### src/rtl/hdl_top.sv
// hdl_top: register-mapped 8N1 UART with TX/RX FIFOs on a simple slave bus.
//
// Ports:
//   Clk, Rst           system clock (rising edge), synchronous active-high reset
//   SSP_SCK            bus clock pin, kept for pin compatibility, unused
//   SSP_SSEL           slave select, active high
//   SSP_EOC            end-of-cycle strobe, qualifies a register access
//   SSP_WnR            1 = write, 0 = read
//   SSP_RA[2:0]        register address (0 UCR, 1 USR, 2 TDR, 3 RDR, 4 SPR)
//   SSP_DI[11:0]       write data
//   SSP_DO[11:0]       combinational read data, 0 when not reading
//   TxD, RxD           UART serial output (idles high) and input
//   IRQ                registered interrupt request, active high
module hdl_top #(
    parameter int unsigned FIFO_DEPTH = 4
) (
    input  logic        Clk,
    input  logic        Rst,
    input  logic        SSP_SCK,
    input  logic        SSP_SSEL,
    input  logic        SSP_EOC,
    input  logic        SSP_WnR,
    input  logic [2:0]  SSP_RA,
    input  logic [11:0] SSP_DI,
    output logic [11:0] SSP_DO,
    output logic        TxD,
    input  logic        RxD,
    output logic        IRQ
);

    localparam int unsigned PtrW = (FIFO_DEPTH > 1) ? $clog2(FIFO_DEPTH) : 1;
    localparam int unsigned CntW = $clog2(FIFO_DEPTH + 1);
    localparam logic [PtrW-1:0] PtrLast = PtrW'(FIFO_DEPTH - 1);
    localparam logic [CntW-1:0] CntFull = CntW'(FIFO_DEPTH);

    typedef enum logic [1:0] {TxIdle, TxStart, TxData, TxStop} tx_state_e;
    typedef enum logic [1:0] {RxIdle, RxStart, RxData, RxStop} rx_state_e;

    logic sck_unused;
    assign sck_unused = SSP_SCK;

    logic wr_en, rd_en;
    assign wr_en = SSP_SSEL & SSP_EOC & SSP_WnR;
    assign rd_en = SSP_SSEL & SSP_EOC & ~SSP_WnR;

    // Control registers
    logic [11:0] ucr_q, spr_q;
    always_ff @(posedge Clk) begin
        if (Rst) begin
            ucr_q <= 12'h000;
            spr_q <= 12'd15;
        end else if (wr_en) begin
            if (SSP_RA == 3'd0) ucr_q <= SSP_DI;
            if (SSP_RA == 3'd4) spr_q <= SSP_DI;
        end
    end

    // TX FIFO
    logic [7:0]      tx_mem [FIFO_DEPTH];
    logic [PtrW-1:0] tx_wp_q, tx_rp_q;
    logic [CntW-1:0] tx_cnt_q;
    logic            tx_empty, tx_full, tx_push, tx_pop;
    assign tx_empty = (tx_cnt_q == '0);
    assign tx_full  = (tx_cnt_q == CntFull);
    assign tx_push  = wr_en && (SSP_RA == 3'd2) && !tx_full;

    always_ff @(posedge Clk) begin
        if (tx_push) tx_mem[tx_wp_q] <= SSP_DI[7:0];
    end

    always_ff @(posedge Clk) begin
        if (Rst) begin
            tx_wp_q  <= '0;
            tx_rp_q  <= '0;
            tx_cnt_q <= '0;
        end else begin
            if (tx_push) tx_wp_q <= (tx_wp_q == PtrLast) ? '0 : tx_wp_q + PtrW'(1);
            if (tx_pop)  tx_rp_q <= (tx_rp_q == PtrLast) ? '0 : tx_rp_q + PtrW'(1);
            if (tx_push && !tx_pop)      tx_cnt_q <= tx_cnt_q + CntW'(1);
            else if (!tx_push && tx_pop) tx_cnt_q <= tx_cnt_q - CntW'(1);
        end
    end

    // Transmitter
    tx_state_e   tx_state_q, tx_state_d;
    logic [11:0] tx_baud_q, tx_baud_d;
    logic [2:0]  tx_bit_q, tx_bit_d;
    logic [7:0]  tx_shift_q, tx_shift_d;
    logic        txd_q, txd_d;
    logic        tx_busy, tx_bit_done;

    assign tx_busy     = (tx_state_q != TxIdle);
    // >= keeps a bit from running away if SPR is lowered mid-bit
    assign tx_bit_done = (tx_baud_q >= spr_q);

    always_comb begin
        tx_state_d = tx_state_q;
        tx_baud_d  = tx_baud_q + 12'd1;
        tx_bit_d   = tx_bit_q;
        tx_shift_d = tx_shift_q;
        txd_d      = txd_q;
        tx_pop     = 1'b0;
        unique case (tx_state_q)
            TxIdle: begin
                tx_baud_d = 12'd0;
                if (ucr_q[0] && !tx_empty) begin
                    tx_pop     = 1'b1;
                    tx_shift_d = tx_mem[tx_rp_q];
                    tx_state_d = TxStart;
                    txd_d      = 1'b0;
                end
            end
            TxStart: begin
                if (tx_bit_done) begin
                    tx_baud_d  = 12'd0;
                    tx_bit_d   = 3'd0;
                    tx_state_d = TxData;
                    txd_d      = tx_shift_q[0];
                end
            end
            TxData: begin
                if (tx_bit_done) begin
                    tx_baud_d = 12'd0;
                    if (tx_bit_q == 3'd7) begin
                        tx_state_d = TxStop;
                        txd_d      = 1'b1;
                    end else begin
                        tx_bit_d   = tx_bit_q + 3'd1;
                        tx_shift_d = {1'b0, tx_shift_q[7:1]};
                        txd_d      = tx_shift_q[1];
                    end
                end
            end
            TxStop: begin
                if (tx_bit_done) begin
                    tx_baud_d  = 12'd0;
                    tx_state_d = TxIdle;
                end
            end
        endcase
    end

    always_ff @(posedge Clk) begin
        if (Rst) begin
            tx_state_q <= TxIdle;
            tx_baud_q  <= 12'd0;
            tx_bit_q   <= 3'd0;
            tx_shift_q <= 8'h00;
            txd_q      <= 1'b1;
        end else begin
            tx_state_q <= tx_state_d;
            tx_baud_q  <= tx_baud_d;
            tx_bit_q   <= tx_bit_d;
            tx_shift_q <= tx_shift_d;
            txd_q      <= txd_d;
        end
    end

    assign TxD = txd_q;

    // Receive input synchronizer; loopback taps the registered TxD
    logic rx_meta_q, rx_sync_q, rx_prev_q;
    always_ff @(posedge Clk) begin
        if (Rst) begin
            rx_meta_q <= 1'b1;
            rx_sync_q <= 1'b1;
            rx_prev_q <= 1'b1;
        end else begin
            rx_meta_q <= ucr_q[2] ? txd_q : RxD;
            rx_sync_q <= rx_meta_q;
            rx_prev_q <= rx_sync_q;
        end
    end

    // RX FIFO, each entry {ferr, data}
    logic [8:0]      rx_mem [FIFO_DEPTH];
    logic [PtrW-1:0] rx_wp_q, rx_rp_q;
    logic [CntW-1:0] rx_cnt_q;
    logic            rx_empty, rx_full, rx_push, rx_pop;
    logic            rx_done, rx_stop_bad;
    logic [7:0]      rx_shift_q, rx_shift_d;

    assign rx_empty = (rx_cnt_q == '0);
    assign rx_full  = (rx_cnt_q == CntFull);
    assign rx_push  = rx_done && !rx_full;
    assign rx_pop   = rd_en && (SSP_RA == 3'd3) && !rx_empty;

    always_ff @(posedge Clk) begin
        if (rx_push) rx_mem[rx_wp_q] <= {rx_stop_bad, rx_shift_q};
    end

    always_ff @(posedge Clk) begin
        if (Rst) begin
            rx_wp_q  <= '0;
            rx_rp_q  <= '0;
            rx_cnt_q <= '0;
        end else begin
            if (rx_push) rx_wp_q <= (rx_wp_q == PtrLast) ? '0 : rx_wp_q + PtrW'(1);
            if (rx_pop)  rx_rp_q <= (rx_rp_q == PtrLast) ? '0 : rx_rp_q + PtrW'(1);
            if (rx_push && !rx_pop)      rx_cnt_q <= rx_cnt_q + CntW'(1);
            else if (!rx_push && rx_pop) rx_cnt_q <= rx_cnt_q - CntW'(1);
        end
    end

    // Receiver
    rx_state_e   rx_state_q, rx_state_d;
    logic [11:0] rx_baud_q, rx_baud_d;
    logic [2:0]  rx_bit_q, rx_bit_d;
    logic [11:0] rx_half;
    logic        rx_bit_done;

    assign rx_half     = 12'((13'(spr_q) + 13'd1) >> 1);
    assign rx_bit_done = (rx_baud_q >= spr_q);

    always_comb begin
        rx_state_d  = rx_state_q;
        rx_baud_d   = rx_baud_q + 12'd1;
        rx_bit_d    = rx_bit_q;
        rx_shift_d  = rx_shift_q;
        rx_done     = 1'b0;
        rx_stop_bad = 1'b0;
        unique case (rx_state_q)
            RxIdle: begin
                // Count from 1 so the start sample lands half a bit after the edge
                rx_baud_d = 12'd1;
                if (ucr_q[1] && rx_prev_q && !rx_sync_q) rx_state_d = RxStart;
            end
            RxStart: begin
                if (rx_baud_q >= rx_half) begin
                    rx_baud_d  = 12'd0;
                    rx_bit_d   = 3'd0;
                    rx_state_d = rx_sync_q ? RxIdle : RxData;
                end
            end
            RxData: begin
                if (rx_bit_done) begin
                    rx_baud_d  = 12'd0;
                    rx_shift_d = {rx_sync_q, rx_shift_q[7:1]};
                    if (rx_bit_q == 3'd7) rx_state_d = RxStop;
                    else                  rx_bit_d   = rx_bit_q + 3'd1;
                end
            end
            RxStop: begin
                if (rx_bit_done) begin
                    rx_baud_d   = 12'd0;
                    rx_done     = 1'b1;
                    rx_stop_bad = ~rx_sync_q;
                    rx_state_d  = RxIdle;
                end
            end
        endcase
    end

    always_ff @(posedge Clk) begin
        if (Rst) begin
            rx_state_q <= RxIdle;
            rx_baud_q  <= 12'd0;
            rx_bit_q   <= 3'd0;
            rx_shift_q <= 8'h00;
        end else begin
            rx_state_q <= rx_state_d;
            rx_baud_q  <= rx_baud_d;
            rx_bit_q   <= rx_bit_d;
            rx_shift_q <= rx_shift_d;
        end
    end

    // Sticky status flags; a new event in the clearing cycle wins
    logic ferr_q, ovr_q;
    always_ff @(posedge Clk) begin
        if (Rst) begin
            ferr_q <= 1'b0;
            ovr_q  <= 1'b0;
        end else begin
            if (wr_en && (SSP_RA == 3'd1)) begin
                ferr_q <= 1'b0;
                ovr_q  <= 1'b0;
            end
            if (rx_done && rx_stop_bad) ferr_q <= 1'b1;
            if (rx_done && rx_full)     ovr_q  <= 1'b1;
        end
    end

    logic irq_q;
    always_ff @(posedge Clk) begin
        if (Rst) irq_q <= 1'b0;
        else     irq_q <= (ucr_q[3] & tx_empty & ~tx_busy) | (ucr_q[4] & ~rx_empty);
    end
    assign IRQ = irq_q;

    // Read mux
    logic [11:0] usr, rdr;
    assign usr = {5'b0, tx_busy, ovr_q, ferr_q, rx_full, rx_empty, tx_full, tx_empty};
    assign rdr = rx_empty ? 12'h000 : {3'b0, rx_mem[rx_rp_q]};

    always_comb begin
        SSP_DO = 12'h000;
        if (SSP_SSEL && !SSP_WnR) begin
            case (SSP_RA)
                3'd0:    SSP_DO = ucr_q;
                3'd1:    SSP_DO = usr;
                3'd3:    SSP_DO = rdr;
                3'd4:    SSP_DO = spr_q;
                default: SSP_DO = 12'h000;
            endcase
        end
    end

endmodule

### config.mk
export PLATFORM = sky130hd
export DESIGN_NAME = hdl_top
export DESIGN_NICKNAME = d
export VERILOG_FILES = /design/src/rtl/hdl_top.sv
export SDC_FILE = /design/constraint.sdc
export NUM_CORES = 1
export LEC_CHECK = 0
export ABC_AREA = 1
export CAP_MARGIN = 20
export CORE_UTILIZATION = 47
export CTS_BUF_LIST = sky130_fd_sc_hd__clkbuf_2 sky130_fd_sc_hd__clkbuf_4 sky130_fd_sc_hd__clkbuf_8
export CTS_CLUSTER_DIAMETER = 80
export CTS_CLUSTER_SIZE = 30
export DETAILED_ROUTE_END_ITERATION = 12
export PLACE_DENSITY = 0.69
export SLEW_MARGIN = 5
export SYNTH_ARGS = -nofsm -noshare
export SYNTH_HDL_FRONTEND = slang
export SYNTH_SLANG_ARGS = --single-unit
### constraint.sdc
create_clock -name Clk -period 3.5 [get_ports Clk]
set_clock_uncertainty 0.1 [all_clocks]
set_input_delay 0.875 -clock Clk [delete_from_list [all_inputs] [get_ports Clk]]
set_output_delay 0.875 -clock Clk [all_outputs]
set_load 0.1 [all_outputs]
* Yosys cells after proc, flatten, opt, wreduce, memory -nomap -nowiden
Memory sizes are Yosys's and may differ from the RTL's. A register that Yosys moved wholly into a read port is not among the register bits.
Cells that the tools add are included.
** Storage, ports and cells
- Memories :: 2
- Bits in writable memories :: 68
- Input port bits :: 22
- Output and inout port bits :: 14
- Word-level logic and storage cells :: 197
- Bits in registers :: 95
** Cells by class
- Equality and inequality tests :: 30
- Reductions and logical operators :: 51
- $add $sub $neg :: 13
- Order comparisons :: 3
- Muxes and demuxes :: 64
- Bitwise gates (word level) :: 11
** Memory list
- rx_mem :: depth 4, bits a word 9, rd ports 1, clocked after memory_dff 1, wr ports 1, RTL line 176 : logic [8:0] rx_mem [FIFO_DEPTH];
- tx_mem :: depth 4, bits a word 8, rd ports 1, clocked after memory_dff 1, wr ports 1, RTL line 59 : logic [7:0] tx_mem [FIFO_DEPTH];
** Operator list (count)
- 12-bit two-way mux :: 4
- 12-bit one-hot mux with 4 select lines :: 1
- 2-bit two-way mux :: 19
- 12-bit greater-or-equal comparator :: 3
- 12-bit one-hot mux with 3 select lines :: 1
- 3-bit two-way mux :: 10
- 12-bit by 1-bit adder with 12-bit output, second input constant :: 2
- 8-bit two-way mux :: 3
- 2-bit != test, second input constant :: 12
- 12-bit one-hot mux with 2 select lines :: 1
- 1-bit two-way mux :: 18
- 2-bit equality test, second input constant :: 8
- 1-bit logical AND :: 16
- 2-bit one-hot mux with 4 select lines :: 2
- 8-bit one-hot mux with 2 select lines :: 1
- 4-bit AND reduction :: 4
- 2-bit nonzero test :: 8
- 3-bit equality test, second input constant :: 5
- 12-bit by 1-bit adder with 13-bit output, second input constant :: 1
- 3-bit by 1-bit adder with 3-bit output, second input constant :: 4
- 3-bit one-hot mux with 2 select lines :: 2
- 1-bit logical NOT :: 10
- 5-bit AND reduction :: 2
- 3-bit logical NOT :: 3
- other kinds (15) :: 32

* Depth between registers and ports, before layout
- Word-level depth :: 8
- Mapped depth :: 20
- Gate-level depth less buffers :: 20

* Least setup slack after synthesis
No wires, ideal clock.
- Path kind :: input to output
- From :: input SSP_RA[1]
- To :: output SSP_DO[3]
- Stages :: 6
- Setup slack :: -0.702 ns
- Buffers on the path :: 1
- Arrival time :: 3.227 ns
- Required time :: 2.525 ns
- Cells stage by stage :: nor2_1 -> nand2_1 -> inv_1 -> clkbuf_1 -> a22oi_1 -> a31oi_1
** On the way
- Cells in the longest elaborated chain, start to end :: 3
- Elaborated cells on any way between the ends :: 6
- Those cells by class :: eq/ne (3); mux (2); reduce/logical (1)
** Ends and longest elaborated chain
- from (decl) :: RTL line 23 : input logic [2:0] SSP_RA,
- 3-bit equality test, or another cell as far along :: RTL line 299 : case (SSP_RA)
- 12-bit one-hot mux with 4 select lines (*) :: RTL line 299
- 12-bit two-way mux (*) :: RTL line 298 : if (SSP_SSEL && !SSP_WnR) begin
- to (decl) :: RTL line 25 : output logic [11:0] SSP_DO,
Mark *: on every way between the ends. The rest lies on a longest branch, timed or not.

* Worst setup path in the final report
- From :: input SSP_RA[1]
- To :: output SSP_DO[6]
The elaborated chain is that of the path after synthesis.

==> qor.csv <==
stage,metric,value,unit
outcome,status,finished clean,
synthesis,synth_fp_nets,1037,
synthesis,ys_types,46,
global_route,grt_antenna_before_repair,0,
critical_path,crit_fanout,3,
power_and_ir_drop,power_density,434,mW/mm²
routing,wl,18100,µm
clocking,tritoncts,yes,
clocking,htreeDepth,4,
finish,fin_cells,1240,
placement,gp_congestion,0.848,
clocking,cts_sinks,167,
sta,report.final.slew_viol_count,0,
finish,area_delta_synth_final,15.6,%
routing,vias,6376,
finish,drive_above_1_share,11.1,%
routing,drc_errors,0,
job,max_cap_violations,0,
sta,relSlewSlack,55.5,%
synthesis,synth_warnings,0,
sta,fin_crit,3.43,ns
global_route,grt_max_degree,25,
die,die_w,134,µm
global_route,use_met1,28.6,%
power_and_ir_drop,peakVddDrop,0.343,mV
die,coreArea,0.0168,mm²
sta,tns,0,ns
routing,via_per_inst,5.14,
sta,final_hold_viol_count,0,
die,dieArea,0.0180,mm²
finish,final_core_util,56.5,%
synthesis,synth-edff-count,68,
global_route,grt_first_pass_wirelength,29800,µm
clocking,clk_pin_slew,0.10,ns
placement,port_buffers,34,
sta,finalSetupViolations,0,
die,std_cell_rows,47,
synthesis,avgSynthCellArea,8.62,µm²
routing,drt_iter0_drc,484,
global_route,grt-busiest-layer,met2,
global_route,grt.total_usage,21.4,%
synthesis,ys_ff_latch,167,
global_route,met3_usage,4.54,%
clocking,cts_root_buffer,clkbuf_8,
die,die_h,134,µm
synthesis,syn_inst,954,
sta,rsz0062_at_grt,true,
power_and_ir_drop,p_leak,3.77,nW
critical_path,arrival,2.45,ns
placement,place.detailed.instances,1208,
routing,drt_first_pass_iters,5,
synthesis,ys.flop_type,dfxtp_1,
synthesis,netlist_area,0.00822,mm²
critical_path,end_kind,output port,
sta,max_freq,292,MHz
sta,whs,0.304,ns
clocking,cts_buffer_depth,2,
critical_path,crit_required,2.52,ns
critical_path,critPathLaunchType,input pin,
routing,detail-route-antenna-nets,0,
die,ioPinCount,36,
global_route,grt_overflow,0,
finish,layout.nets,1090,
sta,tightest_slew,0.668,ns
clocking,tritoncts.num_buffers,17,
synthesis,async_flop_share,0,%
finish,num-fill-cells,1510,
global_route,grt_pass1_vias,6018,
finish,layout_common_cells,"154 x nor2_1, 145 x nand2_1, 103 x inv_1, 99 x dfxtp_1, 81 x o21ai_0",
die,initial_core_util,48.9,%
worst_hold_path,min_path_type,flop to flop,
global_route,use_met2,34.5,%
routing,post_drt_wl_per_cell,14.6,µm
finish,layout_commonest_cell,nor2_1,
finish,antenna_cells,0,
placement,dp_hpwl,13000,µm
clocking,clk_latency,0.46,ns
critical_path,crit_type,input pin to output port,
sta,finalCritPeriodShare,97.9,%
synthesis,yosysSeqAreaShare,49.0,%
==> what timing repair did <==
| item | 4_1_cts | 5_1_grt |
|---|---|---|
| buffers inserted | 0 | 0 |
| hold buffers | 0 | 0 |
| setup endpoints to repair | 1 | 5 |
| resized for setup | 1 | 4 |
| pin swaps | 0 | 1 |
==> final timing paths <==
path / startpoint / endpoint / slack [ns] / cells past startpoint
hold / removal: rx_meta_q / rx_sync_q / 0.30 / 1
hold reg to reg: rx_meta_q / rx_sync_q / 0.30 / 1
setup reg to reg: spr_q[10] / rx_cnt_q[2] / 0.41 / 17
setup / recovery: SSP_RA[1] / SSP_DO[6] / 0.07 / 8
==> flip-flops by register name, summed over array words and instances, names as in the netlist, 2 cells and up, named ones only <==
signal	flops
rx_baud_q	12
tx_bit_q	3
tx_wp_q	2
tx_shift_q	8
rx_bit_q	3
ucr_q	12
rx_shift_q	8
tx_state_q	2
spr_q	12
rx_cnt_q	3
rx_rp_q	2
tx_rp_q	2
tx_baud_q	12
tx_cnt_q	3
tx_mem	32
rx_mem	36
rx_wp_q	2
==> worst max-delay path, stage by stage <==
cell and delay, ns:
clkdlybuf4s50_1 0.53, inv_2 0.05, nor3_2 0.18, nand2_1 0.11, a21oi_1 0.19, a211oi_1 0.08
nor2_2 0.23, buf_12 0.21
==> per-stage QoR <==
step                area, µm²  setup WS (ns)  total power [W]
floorplan                8270        -0.0446          0.00263
global placement         9070         0.0104          0.00277
detailed placement       9070       -0.00825          0.00278
CTS                      9480         0.0663          0.00414
global route             9500        -0.0325          0.00434
finish                   9500         0.0720          0.00412
==> area by class of cell <==
type / count / area, µm² / share of cell area, %
flip-flops and latches: 167 / 4020 / 42.3
inverters: 113 / 424 / 4.46
well taps: 220 / 275 / 2.90
repair buffers: 57 / 628 / 6.61
multi-input cells: 651 / 3740 / 39.3
clock inverters: 15 / 179 / 1.88
clock buffers: 17 / 234 / 2.46
==> Yosys cell counts, types with 3 or more instances <==
master	n	area [µm²]
nand2_1	145	544
mux2i_1	6	60.1
xnor2_1	6	52.6
inv_1	104	390
o22ai_1	16	100
nor2_1	160	601
a31oi_1	3	18.8
nand3_1	36	180
nor2_2	3	18.8
nor3b_1	3	22.5
xor2_1	17	149
edfxtp_1	68	2040
inv_2	7	26.3
o211ai_1	3	22.5
ha_1	59	738
nor2b_1	6	37.5
a221oi_1	4	35.0
dfxtp_1	99	1980
nand3_2	5	50.1
nand4_1	8	50.1
o21ai_0	81	405
nand3b_1	3	22.5
clkbuf_1	13	48.8
nor3_1	6	30.0
buf_2	8	40.0
o21ai_1	3	15.0
a21oi_1	54	270
==> where the power goes <==
group / total [W] / leakage, nW / internal (W) / switching [W]
Combinational: 0.000606 / 2.17 / 0.000206 / 0.000400
Clock: 0.00137 / 0.207 / 0.000548 / 0.000826
Sequential: 0.00214 / 1.39 / 0.00209 / 0.0000540
Total: 0.00412 / 3.77 / 0.00284 / 0.00128
==> metal layers <==
metal,vias up,routed length [µm]
met3,22,932
met4,0,314
met2,143,8250
met1,2932,8580
met5,-,0
li1,3279,-
==> kinds of logic after synthesis <==
logic type,Yosys count,synth area share (%)
xor gates and xnor gates,23,2.45
adders and majority gates,61,9.47
AOI/OAI and AO/OA,172,11.3
DFF,167,49.0
muxes,6,0.731
and+or+nand+nor,389,20.6
buffers and inverters,136,6.47
(Power assumes the default switching activity.)
